## src/rtl/div_mon.sv

```systemverilog
`timescale 1ns/1ps
`default_nettype none
//==============================================================================
// Module   : div_mon
// Purpose  : Measures the period of an asynchronous divided clock and reports
//            lock / fault status against an expected period and tolerance.
// Revision : 1.0 - initial release
//==============================================================================
module div_mon #(
   parameter int CW         = 8,
   parameter int EXP_PERIOD = 16,
   parameter int TOL        = 1,
   parameter int LOCK_CNT   = 4
) (
   input  logic          ip1,
   input  logic          reset,
   input  logic          div_in,
   input  logic          clr_fault,
   output logic          rise_pulse,
   output logic [CW-1:0] period,
   output logic          period_vld,
   output logic          locked,
   output logic          fault
);

   localparam int GW = $clog2(LOCK_CNT + 1);

   localparam logic [1:0] c_IDLE    = 2'd0;
   localparam logic [1:0] c_ACQUIRE = 2'd1;
   localparam logic [1:0] c_LOCKED  = 2'd2;
   localparam logic [1:0] c_FAULT   = 2'd3;

   localparam logic [CW-1:0] c_CNT_MAX = {CW{1'b1}};
   localparam logic [CW-1:0] c_PER_LO  = CW'(EXP_PERIOD - TOL);
   localparam logic [CW-1:0] c_PER_HI  = CW'(EXP_PERIOD + TOL);
   localparam logic [GW-1:0] c_LOCK_N  = GW'(LOCK_CNT);

   logic          r_s1, r_s2, r_s3;
   logic [CW-1:0] r_cnt;
   logic [1:0]    r_state;
   logic [GW-1:0] r_gcnt;

   logic          w_edge;
   logic          w_good;
   logic          w_timeout;
   logic [CW-1:0] w_cnt_inc;
   logic [GW-1:0] w_gcnt_inc;
   logic [1:0]    w_state_nxt;
   logic [GW-1:0] w_gcnt_nxt;
   logic          w_vld;

   assign w_edge     = r_s2 & ~r_s3;
   assign w_cnt_inc  = (r_cnt == c_CNT_MAX) ? r_cnt : r_cnt + CW'(1);
   assign w_good     = (r_cnt >= c_PER_LO) && (r_cnt <= c_PER_HI);
   assign w_timeout  = ~w_edge && (r_cnt == c_CNT_MAX);
   assign w_gcnt_inc = r_gcnt + GW'(1);

   always_comb begin
      w_state_nxt = r_state;
      w_gcnt_nxt  = r_gcnt;
      w_vld       = 1'b0;
      case (r_state)
         c_IDLE: begin
            if (w_edge) begin
               w_state_nxt = c_ACQUIRE;
               w_gcnt_nxt  = '0;
            end
         end
         c_ACQUIRE: begin
            if (w_edge) begin
               w_vld = 1'b1;
               if (w_good) begin
                  w_gcnt_nxt = w_gcnt_inc;
                  if (w_gcnt_inc == c_LOCK_N)
                     w_state_nxt = c_LOCKED;
               end else begin
                  w_gcnt_nxt = '0;
               end
            end else if (w_timeout) begin
               w_state_nxt = c_IDLE;
               w_gcnt_nxt  = '0;
            end
         end
         c_LOCKED: begin
            if (w_edge) begin
               w_vld = 1'b1;
               if (!w_good)
                  w_state_nxt = c_FAULT;
            end else if (w_timeout) begin
               w_state_nxt = c_FAULT;
            end
         end
         c_FAULT: begin
            // clear beats a coincident edge; that edge is neither measured nor acted on
            if (clr_fault) begin
               w_state_nxt = c_IDLE;
               w_gcnt_nxt  = '0;
            end else if (w_edge) begin
               w_vld = 1'b1;
            end
         end
         default: begin
            w_state_nxt = c_IDLE;
            w_gcnt_nxt  = '0;
         end
      endcase
   end

   always_ff @(posedge ip1) begin
      if (reset) begin
         r_s1       <= 1'b0;
         r_s2       <= 1'b0;
         r_s3       <= 1'b0;
         r_cnt      <= '0;
         r_state    <= c_IDLE;
         r_gcnt     <= '0;
         rise_pulse <= 1'b0;
         period_vld <= 1'b0;
         period     <= '0;
         locked     <= 1'b0;
         fault      <= 1'b0;
      end else begin
         r_s1       <= div_in;
         r_s2       <= r_s1;
         r_s3       <= r_s2;
         r_cnt      <= w_edge ? CW'(1) : w_cnt_inc;
         r_state    <= w_state_nxt;
         r_gcnt     <= w_gcnt_nxt;
         rise_pulse <= w_edge;
         period_vld <= w_vld;
         if (w_vld)
            period <= r_cnt;
         locked     <= (r_state == c_LOCKED);
         fault      <= (r_state == c_FAULT);
      end
   end

endmodule
`default_nettype wire

```

## config.mk

```make
export PLATFORM = sky130hd
export DESIGN_NAME = div_mon
export DESIGN_NICKNAME = d
export VERILOG_FILES = /design/src/rtl/div_mon.sv
export SDC_FILE = /design/constraint.sdc
export NUM_CORES = 1
export LEC_CHECK = 0
export ABC_AREA = 1
export BUFFER_PORTS_ARGS = -buffer_cell sky130_fd_sc_hd__buf_2
export CAP_MARGIN = 30
export CORE_ASPECT_RATIO = 0.8
export CORE_MARGIN = 10
export CORE_UTILIZATION = 47
export CTS_CLUSTER_DIAMETER = 150
export DETAILED_ROUTE_END_ITERATION = 16
export PLACE_DENSITY = 0.66
export SLEW_MARGIN = 30
export SYNTH_ARGS = -nofsm -noshare
export SYNTH_HDL_FRONTEND = slang
export SYNTH_SLANG_ARGS = --single-unit
```

## constraint.sdc

```tcl
create_clock -name ip1 -period 2.4 [get_ports ip1]
set_input_delay 0.48 -clock ip1 [delete_from_list [all_inputs] [get_ports ip1]]
set_output_delay 0.48 -clock ip1 [all_outputs]
set_load 0.02 [all_outputs]
```

==> results of run 1 <==
==> sequential cells by signal, summed over array words and instances (netlist names), named ones only <==
register	flops
rise_pulse	1
r_s1	1
r_gcnt	3
fault	1
period	8
period_vld	1
r_s3	1
locked	1
r_s2	1
r_cnt	8
r_state	1
==> layout by cell type, fill, tap and decap left out, drive strengths merged <==
cell type  instances
dfxtp             28
a21oi             14
a31oi              2
nand4              5
inv               29
nor3               5
ha                11
nand2             33
nor2              29
xnor2              1
o21a               1
a211oi             2
nand3              5
buf               15
clkbuf             4
o21ai             11
or2                2
==> worst max-delay path, cell delays in order (launching register included) <==
cell and delay, ns:
dfxtp_1 0.40, ha_1 0.24, inv_1 0.09, nor2_4 0.13, nand2_4 0.09, nand3_2 0.07
nand3_2 0.07, or2_1 0.31, o21ai_0 0.18, a21oi_1 0.06
==> worst max-delay path by stage <==
stage | from | to | slack, ns | cells after the start
after CTS | r_cnt[0] | r_gcnt[2] | 0.64 | 9
after global routing | r_s2 | period[2] | 0.44 | 8
after global placement | r_cnt[0] | r_gcnt[2] | 0.70 | 9
after detailed placement | r_cnt[0] | r_gcnt[2] | 0.66 | 9
final | r_cnt[0] | r_gcnt[2] | 0.65 | 9
after floorplan | r_cnt[0] | r_gcnt[2] | 0.76 | 10
==> routing by layer <==
metal | share of wire | global-route usage
met4 | 0.013 | 0.0329
met2 | 0.43 | 0.173
met3 | 0.090 | 0.0510
met1 | 0.46 | 0.137
met5 | 0 | 0
==> power by group <==
| part | internal (mW) | switching [mW] | leakage [nW] |
|---|---|---|---|
| Clock | 0.147 | 0.137 | 0.0288 |
| Combinational | 0.121 | 0.198 | 0.467 |
| Sequential | 0.511 | 0.0386 | 0.228 |
==> cell usage after synthesis (all sizes together) <==
master,number
nand2,33
o21a,1
nor3,5
nor2,29
o21ai,11
buf,2
a21oi,14
clkbuf,2
a31oi,2
nand4,5
a211oi,2
ha,11
or2,2
dfxtp,28
nand3,5
inv,29
xnor2,1
==> metrics by stage <==
| step | total power [mW] | instances | cell area, µm² |
|---|---|---|---|
| after floorplan | 0.841 | 182 | 1380 |
| after global placement | 0.871 | 231 | 1480 |
| after detailed placement | 0.883 | 231 | 1480 |
| after CTS | 1.17 | 235 | 1530 |
| after global routing | 1.25 | 235 | 1530 |
| final | 1.15 | 235 | 1530 |
==> cells by family (layout without fill, tap and decap cells) <==
| family | count (synthesis) | after routing | synth area share |
|---|---|---|---|
| compound gates | 30 | 30 | 0.119 |
| xor+xnor | 1 | 1 | 0.00635 |
| fa+ha+maj | 11 | 11 | 0.0997 |
| buf+inv | 33 | 48 | 0.0961 |
| flops | 28 | 28 | 0.406 |
| simple gates | 79 | 79 | 0.273 |
==> final cells by class <==
class / count / area share
inverters: 29 / 0.0710
clock buffers: 4 / 0.0359
well taps: 38 / 0.0310
flip-flops and latches: 28 / 0.365
multi-input cells: 121 / 0.448
repair buffers: 15 / 0.0489
==> results.toml, run 1 <==
[status]
run_status = "finished clean"

[floorplan]
die_area_um2 = 5520
design.core.area_um2 = 2790
dieHeight_um = 68.5
initial_core_utilization = 0.495
std_cell_rows = 17
pin_count = 16
die_w_um = 80.6

[synth]
synth.ff_latch_count = 28
syn_nets = 197
post_synth_inst_count = 182
synth.yosys.seq_area_share = 0.406
synth_warnings = 0
netlist_area_um2 = 1380
synth.area.top_cells = "dfxtp_1, ha_1, nand2_1, inv_1, nor2_1"
netlist-cell-type-count = 26
synth_area_leader_cell = "dfxtp_1"
syn_avg_cell_area_um2 = 7.58
synth_top_area_frac = 0.406

[clock_tree]
clock_sink_count = 28
cts_post_setup_buffers_inserted = 0
cts_root_buffer = "clkbuf_8"
cts_inserted_buffers = 3
cts_hold_buffers = 0
ctsHtreeMaxLevel = 1
cts_tree = "built"
clock_path_buffers = 2
worst_path_clk_slew_ns = 0.09
worstSkewPairLatency_ns = 0.27
cts_repair_resize_count = 0

[pwr]
power.density_cell_area_nw_per_um2 = 752
worst_ir_drop_vdd_mv = 0.388
cell_leakage_power_nw = 0.723

[timing]
finalSetupViolCount = 0
tightest_slew_ns = 0.412
clock.fmax_mhz = 573
share_of_the_clock_period_used_by_the_worst_path_after_layout = 0.728
worst_slack_ns = 0.653
fin_tns_setup_ns = 0
unrepaired_setup_endpoints_after_global_routing = "false"
slew_viols_final = 0
hold_slack_ns = 0.409
fin_crit_ns = 1.75
hold_viol_final = 0
skew_ns = 0.00521
maxSlewHeadroom = 0.725

[setup_path]
worstPathArrival_ns = 1.91
crit_required_ns = 2.56
critPathCaptureType = "register"
setup.worst_path.class = "register to register"
r2r_slack_ns = 0.65
r2r_start = "r_cnt[0]"
worstReg2RegEnd = "r_gcnt[2]"
cp-start-kind = "register"
cp_max_fo = 8
reg2regPathDepth = 9

[worst_hold_path]
worst_min_path_class = "primary input to register"
min_delay_worst_endpoint = "r_s1"
hold_path.startpoint = "div_in"
whs_path_depth = 3

[global_route]
grt.total_usage = 0.112
grt_pass1_wl_um = 5000
maximum_number_of_pins_on_one_net_before_global_route_repair = 16
grt_pass1_vias = 1108
grt.overflow.total = 0
antenna_found_initial = 0

[detailed_routing]
dr_total_vias = 1144
route.detailed.wl_per_inst_um = 11.7
viasPerCell = 4.87
detailedRoute.firstPassIterationCount = 4
remaining_drc_errors = 0
drtIter0Drc = 56
drtAntennaViolNets = 0
route.final.wire_length_um = 2750

[final_layout]
fin_nets = 213
n_antenna_cell = 0
sequential_cell_area_um2 = 561
syn2layout_area_growth_pct = 11.2
finalCoreUtilization = 0.551
multi_input_comb_area_um2 = 687
post_route_cells_drive_above_1_share = 0.157
num-fill-cells = 265

[flow_run]
max-cap-violations = 0

[placement]
place.detailed.hpwl_um = 2120
buffer_ports.inserted = 15
place_ws_ns = 0.656
gp_routability_congestion = 0.850
Power figures use the tool's default switching activity.
==> run 2: changes to the inputs <==
Clock period 2.4 ns to 1.79 ns, I/O delays scaled along.
==> run 2 against run 1 <==
Compared with the run above:
- sequential cell count is the same
- die area is the same
- sequential share of layout area shrank 1.2 points
- highest routed layer unchanged
- final area grew 3.7%
- largest power group unchanged
- sequential power grew 34%
==> results.toml, run 2 (synthesized netlist as in run 1, its figures left out) <==
[global_route]
antenna_found_initial = 0
maximum_number_of_pins_on_one_net_before_global_route_repair = 17
grt_pass1_wl_um = 4770
grt.overflow.total = 0
grt_pass1_vias = 1102
grt.total_usage = 0.107

[timing]
hold_viol_final = 0
clock.fmax_mhz = 616
skew_ns = 0.00692
finalSetupViolCount = 0
share_of_the_clock_period_used_by_the_worst_path_after_layout = 0.908
fin_crit_ns = 1.62
unrepaired_setup_endpoints_after_global_routing = "false"
slew_viols_final = 0
fin_tns_setup_ns = 0
tightest_slew_ns = 0.275
maxSlewHeadroom = 0.816

[detailed_routing]
viasPerCell = 5.02
drtIter0Drc = 62
route.final.wire_length_um = 2740
detailedRoute.firstPassIterationCount = 4
remaining_drc_errors = 0
route.detailed.wl_per_inst_um = 11.4
drtAntennaViolNets = 0
dr_total_vias = 1199

[placement]
place.detailed.hpwl_um = 2080
post-place-cells = 235
buffer_ports.inserted = 15
gp_routability_congestion = 0.875

[setup_path]
worstReg2RegEnd = "r_gcnt[0]"
cp-start-kind = "register"
reg2regPathDepth = 9
critPathCaptureType = "register"
setup.worst_path.class = "register to register"
cp_max_fo = 8
crit_required_ns = 1.97
r2r_start = "r_cnt[1]"
timing.critical_path.from = "r_cnt[1]"
worstPathArrival_ns = 1.80
r2r_slack_ns = 0.17
setup.worst_path.end = "r_gcnt[0]"

[pwr]
cell_leakage_power_nw = 0.751
worst_ir_drop_vdd_mv = 0.845
power.density_cell_area_nw_per_um2 = 1060

[floorplan]
die_area_um2 = 5520
die_w_um = 80.6
design.core.area_um2 = 2790
std_cell_rows = 17
pin_count = 16
initial_core_utilization = 0.495
dieHeight_um = 68.5

[status]
run_status = "finished clean"

[clock_tree]
cts_hold_buffers = 0
ctsHtreeMaxLevel = 1
worst_path_clk_slew_ns = 0.09
cts_post_setup_buffers_inserted = 0
clock_path_buffers = 2
cts_repair_resize_count = 1
cts_inserted_buffers = 3
cts_root_buffer = "clkbuf_8"
clock_sink_count = 28
worstSkewPairLatency_ns = 0.27
cts_tree = "built"

[final_layout]
biggestRegsByFlops = "period x8, r_cnt x8, r_gcnt x3"
n_antenna_cell = 0
post_route_cells_drive_above_1_share = 0.194
layout.cells.most_common = "nand2_1"
num-fill-cells = 270
syn2layout_area_growth_pct = 15.2
commonest_non_fill_non_tap_cells_in_the_layout = "nand2_1, inv_1, nor2_1, dfxtp_1, buf_2"
finish.cell_count_without_fillers = 239
fin_nets = 217

[worst_hold_path]
worst_min_path_class = "primary input to register"
whs_path_depth = 3

[flow_run]
max-cap-violations = 0
run 2: cell count changes in the layout (fill, tap and decap cells not counted), sizes merged:
cell and change:
bufinv +1, clkbuf -1, buf +4
run 2: cell type report:
type                            instances  area, µm²  area share
Inverter                               29        109      0.0684
Multi-Input combinational cell        121        696       0.437
Timing Repair Buffer                   19        105      0.0661
Clock buffer                            3       41.3      0.0260
Sequential cell                        28        562       0.353
Clock inverter                          1       30.0      0.0189
Tap cell                               38       47.5      0.0299
run 2: critical path, stage by stage, from the launching register on:
cell     delay, ns
dfxtp_1       0.37
ha_2          0.22
inv_1         0.08
nor2_4        0.13
nand2_4       0.09
nand3_2       0.07
nand3_2       0.10
or2_4         0.29
a21oi_1       0.13
nor2_1        0.05
run 2: power breakdown:
group,total (mW),switching (mW),internal (mW)
Combinational,0.462,0.282,0.180
Sequential,0.735,0.0495,0.686
Clock,0.487,0.187,0.299
run 2: through the flow:
step / worst slack, ns / power (mW) / area (µm²) / util / hold slack [ns]
floorplan: 0.150 / 1.13 / 1380 / - / 0.388
global placement: 0.0928 / 1.17 / 1510 / 0.542 / 0.402
detailed placement: 0.0167 / 1.19 / 1510 / 0.542 / 0.402
CTS: 0.0706 / 1.70 / 1580 / 0.568 / 0.288
global route: 0.0132 / 1.79 / 1590 / 0.571 / 0.296
finish: 0.166 / 1.68 / 1590 / 0.571 / 0.289
run 2: how the worst min path moves through the flow:
stage / endpoint / slack [ns] / from
after floorplan: r_s2 / 0.39 / r_s1
final: r_s1 / 0.29 / div_in
after detailed placement: r_s2 / 0.40 / r_s1
after global placement: r_s2 / 0.40 / r_s1
after global routing: r_s1 / 0.30 / div_in
after CTS: r_s1 / 0.29 / div_in
run 2: layer usage:
layer  global-route usage  wire length [µm]  vias to the layer above
li1                     -                 -                      612
met1                0.123              1240                      546
met2                0.180              1190                       39
met3               0.0484               283                        2
met4               0.0263                21                        0
met5                    0                 0                        -
==> run 3: changes to the inputs <==
Settings changed: BUFFER_PORTS_ARGS -buffer_cell sky130_fd_sc_hd__buf_2 to -buffer_cell sky130_fd_sc_hd__buf_4.
==> run 3 against run 2 <==
Compared with the run above:
- first-iteration DRC count fell by 27%
- clock skew hardly changed
- critical endpoint is now r_gcnt[1]
- global-route usage is essentially flat
- setup slack improved by 0.0087 ns
==> results.toml, run 3 (synthesized netlist as in run 1, its figures left out) <==
[clock_tree]
clock_sink_count = 28
cts_root_buffer = "clkbuf_8"
worst_path_clk_slew_ns = 0.10
worstSkewPairLatency_ns = 0.27
cts_tree = "built"
cts_inserted_buffers = 3
ctsHtreeMaxLevel = 1
clock_path_buffers = 2
cts_post_setup_buffers_inserted = 0

[placement]
placement.cell_area_um2 = 1550
buffer_ports.inserted = 15
place_ws_ns = -0.00116
gp_routability_congestion = 0.837
place.detailed.hpwl_um = 2120

[floorplan]
std_cell_rows = 17
die_w_um = 80.6
design.core.area_um2 = 2790
initial_core_utilization = 0.495
die_area_um2 = 5520
pin_count = 16
dieHeight_um = 68.5

[global_route]
antenna_found_initial = 0
grt_pass1_wl_um = 4750
grt_pass1_vias = 1101
grt.overflow.total = 0
maximum_number_of_pins_on_one_net_before_global_route_repair = 17
grt.total_usage = 0.107

[timing]
unrepaired_setup_endpoints_after_global_routing = "false"
hold_viol_final = 0
fin_crit_ns = 1.62
clock.fmax_mhz = 619
maxSlewHeadroom = 0.817
worst_slack_ns = 0.174
tightest_slew_ns = 0.274
slew_viols_final = 0
skew_ns = 0.00645
finalSetupViolCount = 0
fin_tns_setup_ns = 0
share_of_the_clock_period_used_by_the_worst_path_after_layout = 0.903

[detailed_routing]
route.detailed.wl_per_inst_um = 11.5
detailedRoute.firstPassIterationCount = 4
drtIter0Drc = 45
remaining_drc_errors = 0
dr_total_vias = 1168
viasPerCell = 4.89
drtAntennaViolNets = 0
route.final.wire_length_um = 2740

[pwr]
power_switching_share = 0.306
total_switching_power_uw = 518
internal_dissipation_mw = 1.17
worst_ir_drop_vdd_mv = 0.713
combinationalPowerShare = 0.274
clock_power_share = 0.290
p_seq_frac = 0.436
power.density_cell_area_nw_per_um2 = 1040
cell_leakage_power_nw = 0.752

[setup_path]
worstPathCellList = "ha_2 -> inv_1 -> nor2_4 -> nand2_4 -> nand3_2 -> nand3_2 -> or2_4 -> nand2_4 -> inv_2 -> nor3_2"
cp_max_fo = 8
setup.worst_path.class = "register to register"
cp-start-kind = "register"
worstPathArrival_ns = 1.83
cp_slowest_stage_delay_ns = 0.38
crit_required_ns = 2.00
crit_path_top_delay_cell = "dfxtp_1"
critPathCaptureType = "register"

[worst_hold_path]
worst_min_path_class = "primary input to register"

[flow_run]
max-cap-violations = 0

[final_layout]
post_route_cells_drive_above_1_share = 0.194
syn2layout_area_growth_pct = 18.0
layout.cells.most_common = "nand2_1"
commonest_non_fill_non_tap_cells_in_the_layout = "nand2_1, inv_1, nor2_1, dfxtp_1, buf_4"
num-fill-cells = 258
fin_nets = 217
postLayoutCellArea_um2 = 1630
biggestRegsByFlops = "period x8, r_cnt x8, r_gcnt x3"
n_antenna_cell = 0

[status]
run_status = "finished clean"
==> run 3: worst max-delay path, delay by kind of cell (launching register included) <==
| kind | cells | cell delay [ns] |
|---|---|---|
| adder cells (fa/ha/maj) | 1 | 0.23 |
| buffers and inverters | 2 | 0.11 |
| flip-flops | 1 | 0.38 |
| AND/OR/NAND/NOR | 7 | 0.84 |
==> run 3: final timing paths <==
check / start / endpoint / slack (ns) / cells after the start
max reg2reg: r_cnt[1] / r_gcnt[1] / 0.17 / 10
min: div_in / r_s1 / 0.28 / 3
min reg2reg: r_s1 / r_s2 / 0.41 / 2
max: r_cnt[1] / r_gcnt[1] / 0.17 / 10
==> run 3: power by group through the flow <==
stage | logic (mW) | registers, mW | clock network (mW)
after floorplan | 0.377 | 0.751 | 0
after global placement | 0.429 | 0.748 | 0
after detailed placement | 0.445 | 0.750 | 0
after CTS | 0.447 | 0.736 | 0.502
after global routing | 0.530 | 0.745 | 0.532
final | 0.463 | 0.737 | 0.490
==> run 3: cell type report <==
type / count / area [µm²] / share of cell area
timing repair buffer: 19 / 143 / 0.0876
clock inverter: 1 / 30.0 / 0.0184
inverter: 29 / 109 / 0.0669
sequential: 28 / 562 / 0.345
clock buffer: 3 / 41.3 / 0.0254
tap: 38 / 47.5 / 0.0292
multi-input combinational: 121 / 696 / 0.427
==> run 3: timing repair <==
item | in CTS | in global routing
hold buffers | 0 | 0
resized for setup | 1 | 4
pin swaps | 0 | 0
endpoints found under the setup margin | 1 | 4
==> run 3: per-stage QoR <==
stage               utilization  power, mW  std cells  hold WS, ns
global route              0.584       1.81        239        0.308
finish                    0.584       1.69        239        0.283
floorplan                     -       1.13        182        0.388
CTS                       0.582       1.69        239        0.281
global placement          0.555       1.18        235        0.395
detailed placement        0.555       1.20        235        0.399
==> run 3: layer usage <==
layer / part of all wire / track usage / wire length [µm] / vias up
li1: - / - / - / 613
met1: 0.47 / 0.128 / 1300 / 518
met2: 0.43 / 0.172 / 1170 / 33
met3: 0.091 / 0.0458 / 249 / 4
met4: 0.0077 / 0.0329 / 21 / 0
met5: 0 / 0 / 0 / -
